$ cat config.mk
export PLATFORM = sky130hd
export DESIGN_NAME = gyro_var_snapshot_ctrl_flat
export DESIGN_NICKNAME = d
export VERILOG_FILES = /design/src/rtl/gyro_var_snapshot_ctrl_if.sv /design/src/rtl/gyro_var_snapshot_ctrl.sv /design/src/flat_wrapper.sv
export SDC_FILE = /design/constraint.sdc
export NUM_CORES = 1
export LEC_CHECK = 0
export CAP_MARGIN = 20
export CORE_MARGIN = 5
export CORE_UTILIZATION = 49
export DETAILED_ROUTE_END_ITERATION = 10
export PLACE_DENSITY = 0.83
export SLEW_MARGIN = 20
export SYNTH_ARGS = -nofsm -noshare
export SYNTH_HDL_FRONTEND = slang
export SYNTH_SLANG_ARGS = --single-unit
$ cat constraint.sdc
create_clock -name clk -period 4.15 [get_ports clk]
set_clock_uncertainty 0.15 [all_clocks]
set_input_delay 0.6225 -clock clk [delete_from_list [all_inputs] [get_ports clk]]
set_output_delay 0.6225 -clock clk [all_outputs]
set_load 0.02 [all_outputs]
$ cat src/rtl/gyro_var_snapshot_ctrl_if.sv
// Bus between the snapshot sequencer (master side) and the IMU read mux /
// shadow register file it walks (slave side).
interface gyro_var_snapshot_ctrl_if #(
  parameter int DATA_W = 32,
  parameter int IDX_W  = 6
);
  logic              i_trigger;
  logic [DATA_W-1:0] i_var_data;
  logic [IDX_W-1:0]  o_var_sel;
  logic              o_wr_en;
  logic [IDX_W-1:0]  o_wr_addr;
  logic [DATA_W-1:0] o_wr_data;
  logic              o_busy;
  logic              o_done;
  logic [15:0]       o_seq_cnt;
  logic              o_overrun;
  logic [7:0]        o_overrun_cnt;

  modport master (
    input  i_trigger, i_var_data,
    output o_var_sel, o_wr_en, o_wr_addr, o_wr_data, o_busy, o_done,
           o_seq_cnt, o_overrun, o_overrun_cnt
  );

  modport slave (
    output i_trigger, i_var_data,
    input  o_var_sel, o_wr_en, o_wr_addr, o_wr_data, o_busy, o_done,
           o_seq_cnt, o_overrun, o_overrun_cnt
  );
endinterface

$ cat src/rtl/gyro_var_snapshot_ctrl.sv
// Walks the IMU variable mux and copies one coherent set into the shadow file.
// Optional periodic self-trigger is enabled by defining GYRO_SNAP_AUTO_TRIG_EN.
module gyro_var_snapshot_ctrl #(
  parameter int NUM_VARS = 60,
  parameter int DATA_W   = 32,
  parameter int IDX_W    = 6,
  parameter int MUX_LAT  = 1
) (
  input  logic clk,
  input  logic rst,
`ifdef GYRO_SNAP_AUTO_TRIG_EN
  input  logic [23:0] i_period,
`endif
  gyro_var_snapshot_ctrl_if.master bus
);

  typedef enum logic [1:0] {IDLE, ISSUE, DRAIN, DONE} state_t;

  localparam int                PIPE_D     = MUX_LAT + 1;
  localparam logic [IDX_W-1:0]  LAST_IDX   = IDX_W'(NUM_VARS - 1);
  localparam logic [2:0]        DRAIN_LAST = 3'(MUX_LAT);

  state_t                          state_q, state_d;
  logic [IDX_W-1:0]                sel_q, sel_d;
  logic [2:0]                      drain_cnt_q, drain_cnt_d;
  logic [PIPE_D-1:0]               pipe_vld_q, pipe_vld_d;
  logic [PIPE_D-1:0][IDX_W-1:0]    pipe_idx_q, pipe_idx_d;
  logic [DATA_W-1:0]               wr_data_q, wr_data_d;
  logic                            busy_q, busy_d;
  logic                            done_q, done_d;
  logic [15:0]                     seq_cnt_q, seq_cnt_d;
  logic                            overrun_q, overrun_d;
  logic [7:0]                      overrun_cnt_q, overrun_cnt_d;
  logic                            trig;

`ifdef GYRO_SNAP_AUTO_TRIG_EN
  logic [23:0] period_cnt_q, period_cnt_d;
  logic        auto_trig;

  // A zero count means "not loaded yet" (reset release or period re-enabled).
  always_comb begin
    period_cnt_d = period_cnt_q;
    auto_trig    = 1'b0;
    if (i_period == 24'd0) begin
      period_cnt_d = 24'd0;
    end else if (period_cnt_q == 24'd0) begin
      period_cnt_d = i_period;
    end else if (period_cnt_q == 24'd1) begin
      auto_trig    = 1'b1;
      period_cnt_d = i_period;
    end else begin
      period_cnt_d = period_cnt_q - 24'd1;
    end
  end

  always_ff @(posedge clk or posedge rst) begin
    if (rst) period_cnt_q <= 24'd0;
    else     period_cnt_q <= period_cnt_d;
  end

  assign trig = bus.i_trigger | auto_trig;
`else
  assign trig = bus.i_trigger;
`endif

  always_comb begin
    state_d     = state_q;
    sel_d       = sel_q;
    drain_cnt_d = drain_cnt_q;
    case (state_q)
      IDLE: begin
        sel_d = '0;
        if (trig) state_d = ISSUE;
      end
      ISSUE: begin
        if (sel_q == LAST_IDX) begin
          state_d     = DRAIN;
          drain_cnt_d = 3'd0;
        end else begin
          sel_d = sel_q + IDX_W'(1);
        end
      end
      DRAIN: begin
        if (drain_cnt_q == DRAIN_LAST) state_d = DONE;
        else                           drain_cnt_d = drain_cnt_q + 3'd1;
      end
      DONE: begin
        state_d = IDLE;
        sel_d   = '0;
      end
      default: state_d = IDLE;
    endcase
  end

  // Each presented index rides the valid/index pipe until its mux data is due.
  always_comb begin
    pipe_vld_d    = '0;
    pipe_idx_d    = '0;
    pipe_vld_d[0] = (state_q == ISSUE);
    pipe_idx_d[0] = sel_q;
    for (int i = 1; i < PIPE_D; i++) begin
      pipe_vld_d[i] = pipe_vld_q[i-1];
      pipe_idx_d[i] = pipe_idx_q[i-1];
    end
    wr_data_d = pipe_vld_d[PIPE_D-1] ? bus.i_var_data : wr_data_q;

    busy_d        = (state_d != IDLE);
    done_d        = (state_d == DONE);
    seq_cnt_d     = done_d ? seq_cnt_q + 16'd1 : seq_cnt_q;
    overrun_d     = trig && (state_q != IDLE);
    overrun_cnt_d = (overrun_d && overrun_cnt_q != 8'hFF) ? overrun_cnt_q + 8'd1
                                                          : overrun_cnt_q;
  end

  always_ff @(posedge clk or posedge rst) begin
    if (rst) begin
      state_q       <= IDLE;
      sel_q         <= '0;
      drain_cnt_q   <= 3'd0;
      pipe_vld_q    <= '0;
      pipe_idx_q    <= '0;
      wr_data_q     <= '0;
      busy_q        <= 1'b0;
      done_q        <= 1'b0;
      seq_cnt_q     <= 16'd0;
      overrun_q     <= 1'b0;
      overrun_cnt_q <= 8'd0;
    end else begin
      state_q       <= state_d;
      sel_q         <= sel_d;
      drain_cnt_q   <= drain_cnt_d;
      pipe_vld_q    <= pipe_vld_d;
      pipe_idx_q    <= pipe_idx_d;
      wr_data_q     <= wr_data_d;
      busy_q        <= busy_d;
      done_q        <= done_d;
      seq_cnt_q     <= seq_cnt_d;
      overrun_q     <= overrun_d;
      overrun_cnt_q <= overrun_cnt_d;
    end
  end

  assign bus.o_var_sel     = sel_q;
  assign bus.o_wr_en       = pipe_vld_q[PIPE_D-1];
  assign bus.o_wr_addr     = pipe_idx_q[PIPE_D-1];
  assign bus.o_wr_data     = wr_data_q;
  assign bus.o_busy        = busy_q;
  assign bus.o_done        = done_q;
  assign bus.o_seq_cnt     = seq_cnt_q;
  assign bus.o_overrun     = overrun_q;
  assign bus.o_overrun_cnt = overrun_cnt_q;

endmodule

$ cat src/flat_wrapper.sv
// flat-port wrapper written by rule: the top's interface ports become plain ports
module gyro_var_snapshot_ctrl_flat 
#(
  parameter int NUM_VARS = 60,
  parameter int DATA_W   = 32,
  parameter int IDX_W    = 6,
  parameter int MUX_LAT  = 1
)
  (clk, rst, bus_i_trigger, bus_i_var_data, bus_o_var_sel, bus_o_wr_en, bus_o_wr_addr, bus_o_wr_data, bus_o_busy, bus_o_done, bus_o_seq_cnt, bus_o_overrun, bus_o_overrun_cnt);
  gyro_var_snapshot_ctrl_if #(.DATA_W(DATA_W), .IDX_W(IDX_W)) bus_i ();
  input  logic clk;
  input  logic rst;
  input wire logic [$bits(bus_i.i_trigger)-1:0] bus_i_trigger;
  input wire logic [$bits(bus_i.i_var_data)-1:0] bus_i_var_data;
  output wire logic [$bits(bus_i.o_var_sel)-1:0] bus_o_var_sel;
  output wire logic [$bits(bus_i.o_wr_en)-1:0] bus_o_wr_en;
  output wire logic [$bits(bus_i.o_wr_addr)-1:0] bus_o_wr_addr;
  output wire logic [$bits(bus_i.o_wr_data)-1:0] bus_o_wr_data;
  output wire logic [$bits(bus_i.o_busy)-1:0] bus_o_busy;
  output wire logic [$bits(bus_i.o_done)-1:0] bus_o_done;
  output wire logic [$bits(bus_i.o_seq_cnt)-1:0] bus_o_seq_cnt;
  output wire logic [$bits(bus_i.o_overrun)-1:0] bus_o_overrun;
  output wire logic [$bits(bus_i.o_overrun_cnt)-1:0] bus_o_overrun_cnt;
  assign bus_i.i_trigger = bus_i_trigger;
  assign bus_i.i_var_data = bus_i_var_data;
  assign bus_o_var_sel = bus_i.o_var_sel;
  assign bus_o_wr_en = bus_i.o_wr_en;
  assign bus_o_wr_addr = bus_i.o_wr_addr;
  assign bus_o_wr_data = bus_i.o_wr_data;
  assign bus_o_busy = bus_i.o_busy;
  assign bus_o_done = bus_i.o_done;
  assign bus_o_seq_cnt = bus_i.o_seq_cnt;
  assign bus_o_overrun = bus_i.o_overrun;
  assign bus_o_overrun_cnt = bus_i.o_overrun_cnt;
  gyro_var_snapshot_ctrl #(.NUM_VARS(NUM_VARS), .DATA_W(DATA_W), .IDX_W(IDX_W), .MUX_LAT(MUX_LAT)) u_core (.clk(clk), .rst(rst), .bus(bus_i));
endmodule
==> results of run 1 <==
==> registers in the layout (all words and copies together), names as in the netlist, 2 cells and up <==
signal,flops
u_core.bus.o_wr_data,32
u_core.bus.o_seq_cnt,16
u_core.bus.o_overrun_cnt,8
u_core.bus.o_var_sel,6
u_core.bus.o_wr_addr,6
u_core.pipe_idx_d,6
u_core.drain_cnt_q,3
u_core.pipe_vld_q,2
u_core.state_q,2
==> final cells by class <==
cell class | count | share of cell area [%]
clock buffers | 12 | 3.00
repair buffers | 108 | 22.3
flip-flops and latches | 84 | 43.4
well taps | 96 | 2.48
clock inverters | 4 | 1.50
multi-input cells | 167 | 26.7
inverters | 8 | 0.646
==> through the flow <==
step | power [µW] | cell area [µm²] | hold slack [ns] | utilization [%] | cells
floorplan | 1930 | 3520 | 0.181 | - | 273
global placement | 2450 | 4620 | 0.181 | 66.9 | 463
detailed placement | 2500 | 4620 | 0.185 | 66.9 | 463
CTS | 3130 | 4840 | 0.197 | 70.1 | 479
global route | 3270 | 4840 | 0.208 | 70.1 | 479
finish | 3100 | 4840 | 0.197 | 70.1 | 479
==> cells by family after synthesis <==
| group | after synthesis | share of synthesized area (%) |
|---|---|---|
| buffers and inverters | 22 | 3.48 |
| adder cells (fa/ha/maj) | 9 | 3.20 |
| AO/OA/AOI/OAI | 25 | 4.48 |
| flip-flops | 84 | 59.7 |
| XOR/XNOR | 24 | 5.97 |
| multiplexers | 36 | 11.5 |
| AND/OR/NAND/NOR | 73 | 11.7 |
==> worst paths after layout <==
kind                                 startpoint                        to  slack (ns)  cells after the start
setup reg to reg              u_core.state_q[0]   u_core.bus.o_seq_cnt[1]        1.82                      6
hold reg to reg            u_core.pipe_idx_d[8]   u_core.bus.o_wr_addr[2]        0.20                      0
hold / removal             u_core.pipe_idx_d[8]   u_core.bus.o_wr_addr[2]        0.20                      0
max in group asynchronous                   rst  u_core.bus.o_seq_cnt[10]        2.69                      3
min in group asynchronous                   rst  u_core.bus.o_wr_data[13]        0.60                      3
setup / recovery              u_core.state_q[0]   u_core.bus.o_seq_cnt[1]        1.82                      6
==> power by group <==
| part | leakage (µW) | switching (µW) | internal, µW | total [µW] |
|---|---|---|---|---|
| clock network | 0.000107 | 279 | 355 | 634 |
| logic | 0.000916 | 623 | 651 | 1270 |
| registers | 0.00108 | 141 | 1050 | 1190 |
| total | 0.00210 | 1040 | 2060 | 3100 |
==> routing by layer <==
| metal | up-vias | global-route usage, % | part of all wire (%) |
|---|---|---|---|
| met2 | 101 | 28.2 | 47 |
| met4 | 0 | 5.41 | 0.63 |
| met5 | - | 0 | 0 |
| met3 | 5 | 6.93 | 9.4 |
| met1 | 1238 | 22.1 | 43 |
| li1 | 1157 | - | - |
==> cells in the mapped netlist (all sizes together) <==
master	instances	area share, %
ha	9	3.2
and2	2	0.36
clkbuf	1	0.11
and2b	2	0.46
nand4	10	1.8
a22o	2	0.50
and4	2	0.57
nand2	15	1.6
o21ai	7	1.0
o2111ai	1	0.25
or3	1	0.21
nor2b	2	0.36
xnor2	14	3.5
a21oi	6	0.85
inv	8	0.85
o21bai	1	0.21
a211o	1	0.28
a31oi	2	0.36
nor2	10	1.1
o221ai	1	0.25
or2	2	0.36
and3	6	1.1
mux2	34	11
xor2	10	2.5
o21a	2	0.43
nor3	3	0.43
dfrtp	84	60
mux2i	2	0.57
nor4	3	0.53
buf	13	2.5
o22ai	2	0.36
nand2b	3	0.53
nor4bb	1	0.71
nand3	11	1.6
==> critical path: stages, from the launching register on <==
cell and delay, ns:
dfrtp_1 0.43, inv_1 0.12, ha_1 0.39, nor4bb_4 0.30
a211o_2 0.17, and4_4 0.33, mux2_2 0.35
==> impl_summary.md, run 1 <==
Cells and area
Relative to the synthesized area, the layout overhead comes to 37.7%. After the last flow step, the layout net total stands at 422. Summing all multi-input logic gate instances after layout gives 1290 µm². The number of inserted filler cells in the final layout is 504. The share of post-route cells with drive strength above 1 is 15.7%. The combined flip-flop and latch cell area is 2100 µm². In the layout the commonest cells are 106 x clkdlybuf4s50_1, 84 x dfrtp_1, 34 x mux2_2.

The leading cell type in the layout, fill and taps excluded is clkdlybuf4s50_1. The antenna diode instance count is 0.

Logic synthesis
The average footprint of a synthesized cell is 12.9 µm². Synthesis produced 273 cells. The Yosys step of the flow raised 0 warnings.

The number of synthesized register bits is 84. The post-synthesis cell type count is 40. The post-synthesis cell area is 3520 µm². For this run, the register share of the synthesized area comes to 59.7%. The synthesized net count is 317.

Timing
For this run, the top clock speed supported by timing is 0.429 GHz. Setup violations remaining at the end of the flow were counted as 0. The final cycle utilization of the critical path is 56.1%. The worst pin sits at a relative slew slack of 49.8%. The final critical path time including I/O delays and setup is 2.33 ns.

For the final routed database, the setup TNS stands at 0 ns. Setup repair after global routing left no endpoint under its margin. After layout, the worst setup slack is 1.82 ns. For the pin with the worst max-slew slack, the measured transition is 0.753 ns. The max-slew violation total from the final report is 0. The final hold violation count came to 0.

Clock network
The clock latency reported for the late side of the worst-skew pair is 0.35 ns. The buffer cell driving the clock tree root is clkbuf_8. In this run, post-CTS hold repair placed 0 buffers. The H-tree was split into 3 levels. CTS saw 84 sinks. After clock tree synthesis, the repair step resized 0 gates. In this run, CTS created clock tree buffers numbering 9. Clock-pin slew was measured on the worst setup and hold paths at 0.08 ns. TritonCTS built the clock tree.

Once the clock tree was built, the setup fixing pass inserted 0 buffers. The maximum number of buffers from clock root to sink is 2.

Floorplan
The initial cell density of the core is 50.9%. Row generation in the floorplan step produced 30 rows. The placeable core area is 6910 µm². The die width is 94.7 µm. The area of the die is 8970 µm². The number of top-level pins is 107. Measured along the y axis, the die boundary spans 94.7 µm.

Pwr
The worst-case IR drop observed on VDD is 241 µV. Power spread over the standard cell area amounts to 640 nW/µm². The total leakage power is 0.00210 µW.

Global route
The remaining global-route overflow is 0. The global-route total usage across every layer is 17.6%. The largest net degree at the start of global routing is 85. The initial antenna violation count is 0. The number of global-route vias before repair is 2417.

The first-pass GRT wire length is 12.1 mm.

Detailed routing
After detailed routing, the average wire length per cell comes to 15.9 µm. The post-route antenna net violation count is 0. For this block, the initial DRC count from the detailed router was 95. After detailed routing, the number of vias per cell comes to 5.22. The count of unresolved DRC violations after routing is 0. Detailed routing inserted a total of 2501 vias. The first detailed-routing pass took 4 iterations. The final wirelength is 7.62 mm.

Setup path
The critical path class is register to register. The endpoint arrival time on the critical path is 2.42 ns. In this run the worst path has a maximum fanout of 13. The worst setup path is launched from a register. The worst setup path is captured at a register. The required time of the critical path is 4.24 ns.

Run status
The flow ran to the end, and the final reports show no timing, DRC or antenna violations.

Placed design
The setup slack after placement is 1.78 ns. The total half-perimeter wirelength after legalization and detailed placement is 5.52 mm. The congestion estimate from routability-driven global placement came to 0.871. The count of buffers added on input and output ports is 106.

Flow run
Across the run, the number of max-cap violations was 0.

Hold path
The path class of the tightest hold or removal check is register to register.
Note: power is estimated with default switching activity, not from simulation.
==> run 2, diff against run 1 <==
- CORE_UTILIZATION: 49 -> 42
- PLACE_DENSITY: 0.83 -> 0.76
- clock period: 4.15 -> 2.06 ns (I/O delays scaled with it)
==> impl_summary.md, run 2 (synthesis gave the netlist of run 1 again) <==
Run status
The run finished, with violations left. The final reports fail on setup timing.

Global route
The initial antenna violation count is 0 (unchanged). The number of global-route vias before repair is 2638 (+9.1%). The remaining global-route overflow is 0 (unchanged).

The largest net degree at the start of global routing is 36 (-58%). The first-pass GRT wire length came to 13.0 mm (+7.6%). The global-route total usage across every layer is 16.0% (-1.7 points).

Pwr
The total leakage power is 0.00221 µW (+5.2%). The total power of the final layout is 6370 µW (+110%). The power density relative to cell area is 1250 nW/µm² (+95%). The largest vdd supply drop is 433 µV (+80%).

Floorplan
The initial cell density of the core was 43.0% (-7.9 points). The die width is 102 µm (+7.2%). The area of the die was 10300 µm² (+15%). The number of top-level pins came to 107 (unchanged).

The row count is 33 (+10%). The placeable core area is 8180 µm² (+18%). The overall die height is 102 µm (+7.2%).

Clock network
The number of buffers created by CTS is 9 (unchanged). The H-tree depth is 3 (unchanged). The clock-pin slew on the worst setup and hold paths is 0.09 ns (about the same).

The TritonCTS sink count came to 84 (unchanged). The maximum number of buffers from clock root to sink is 2 (unchanged). The number of buffers added to fix hold violations after cts is 0 (unchanged). TritonCTS built the clock tree.

The clock latency reported for the late side of the worst-skew pair was 0.35 ns (about the same). The root buffer cell chosen for the clock tree is clkbuf_8.

Setup path
The critical path class is register to register. The required time of the critical path is 2.14 ns (-2.10 ns). The element type at the critical path end is a register.

The worst reg-to-reg setup slack was -0.004 ns (-1.83 ns). The worst reg2reg path depth was 7 (+1). The startpoint type of the worst setup path is a register. The endpoint arrival time on the critical path is 2.14 ns (-0.28 ns). The startpoint identified for the worst register-to-register timing path is u_core.state_q[1]. The maximum fanout along the worst path is 7 (-6). The worst register-to-register path ends at u_core.bus.o_seq_cnt[11].

Cells and area
Relative to the synthesized area, the layout overhead comes to 45.3%. The utilization of the core after routing is 62.5% (-7.6 points). The share of post-route cells with drive strength above 1 came to 23.3% (+7.7 points).

The flip-flop count of the largest register, all copies and words added is 32 (unchanged). The final net count is 442 (+4.7%). The library cells used most frequently in the layout, excluding fill and tap cells, are 106 x clkdlybuf4s50_1, 84 x dfrtp_1, 33 x mux2_2. The antenna diode instance count came to 0 (unchanged).

The library cell used most frequently in the layout, excluding fill and tap cells, is clkdlybuf4s50_1.

Detailed routing
The routed via count divided by cell count is 5.05 (-3.3%). The number of design-rule violations left by the first detailed-router iteration is 59 (-38%). The number of vias in the routed layout is 2565 (+2.6%). The final wirelength came to 7.99 mm (+4.8%). The count of unresolved DRC violations after routing is 0 (unchanged). The average wire per standard cell is 15.7 µm (-1.2%). The post-route antenna net violation count came to 0 (unchanged). The number of iterations in the first detailed-routing pass is 4 (unchanged).

Placed design
The weighted congestion at the end of routability-driven global placement is 0.888 (+1.9%). The count of buffers inserted at the top-level ports is 106 (unchanged). The total half-perimeter wirelength after legalization and detailed placement is 5.79 mm (+4.8%).

Timing
The slew at the pin closest to its max-slew limit is 0.483 ns (-0.270 ns). The final hold violation count is 0 (unchanged). The worst-case setup margin in the final layout came to -0.00430 ns (-1.83 ns). Setup repair after global routing could not meet its margin everywhere. The headroom to the max-slew limit is 67.4% (+18 points). The final cycle utilization of the critical path is 100% (+44 points). The maximum achievable frequency is 0.484 GHz (+13%). The final critical path time including I/O delays and setup is 2.06 ns (-0.264 ns).

The max-slew violation total from the final report is 0 (unchanged). The setup violation total in the final timing report is 1 (+1). The sum of negative setup slack is -0.00430 ns (-0.00430 ns).

Hold path
The worst min-delay path category is input pin to asynchronous set/reset pin.

Flow run
The total of max-cap violations is 0 (unchanged).
[run 2: cell types whose count changed in the layout (fill, tap and decap cells not counted), moves of 2 or more]
cell / delta
buf_4: +16
buf_12: +3
ha_1: -3
ha_4: +3
nor4_1: -3
nor4_2: +3
inv_1: -2
inv_2: +2
[run 2: metrics by stage]
stage | instances | instance area [µm²] | hold slack [ns] | setup WS (ns)
after floorplan | 273 | 3520 | 0.181 | 0.00985
after global placement | 488 | 4800 | 0.182 | 0.0318
after detailed placement | 488 | 4800 | 0.186 | -0.0211
after CTS | 505 | 5030 | 0.200 | 0.00587
after global routing | 508 | 5110 | 0.211 | -0.0633
final | 508 | 5110 | 0.197 | -0.00430
[run 2: critical path, cell delays in order (launching register included)]
cell,delay (ns)
dfrtp_1,0.41
buf_6,0.14
ha_4,0.15
nor4bb_4,0.32
a211o_2,0.19
and4_4,0.29
nand4_1,0.14
xnor2_1,0.16
[run 2: layout make-up]
type | instances | area [µm²]
tap | 105 | 131
sequential | 84 | 2100
inverter | 8 | 33.8
clock inverter | 5 | 60.1
timing repair buffer | 127 | 1260
fill | 653 | 3060
multi-input combinational | 168 | 1380
clock buffer | 11 | 141
[run 2: per-layer routing]
layer / share of wire [%] / vias to the layer above / GRT usage (%)
li1: - / 1193 / -
met5: 0 / - / 0
met2: 47 / 100 / 25.4
met4: 1.5 / 0 / 4.81
met1: 44 / 1259 / 21.3
met3: 7.5 / 13 / 4.75
[run 2: where the power goes]
group          internal (µW)  total [µW]  switching [µW]
clock                    598        1180             577
sequential              2120        2390             271
combinational           1460        2810            1340
total                   4180        6370            2190
[run 2: timing repair]
action,CTS,global route
setup endpoints to repair,2,17
gates resized for setup,4,13
buffers inserted,0,3
pin swaps,1,7
cloned,1,0
[run 2: worst max path at each step]
stage | from | endpoint | slack (ns) | cells after the start
4_1_cts | u_core.drain_cnt_q[1] | u_core.bus.o_seq_cnt[1] | 0.006 | 6
6_report | u_core.state_q[1] | u_core.bus.o_seq_cnt[11] | -0.004 | 7
2_1_floorplan | u_core.state_q[1] | u_core.bus.o_seq_cnt[4] | 0.01 | 9
5_1_grt | u_core.state_q[1] | u_core.bus.o_seq_cnt[11] | -0.06 | 7
3_5_place_dp | u_core.drain_cnt_q[1] | u_core.bus.o_seq_cnt[1] | -0.02 | 6
3_3_place_gp | u_core.drain_cnt_q[1] | u_core.bus.o_seq_cnt[1] | 0.03 | 6
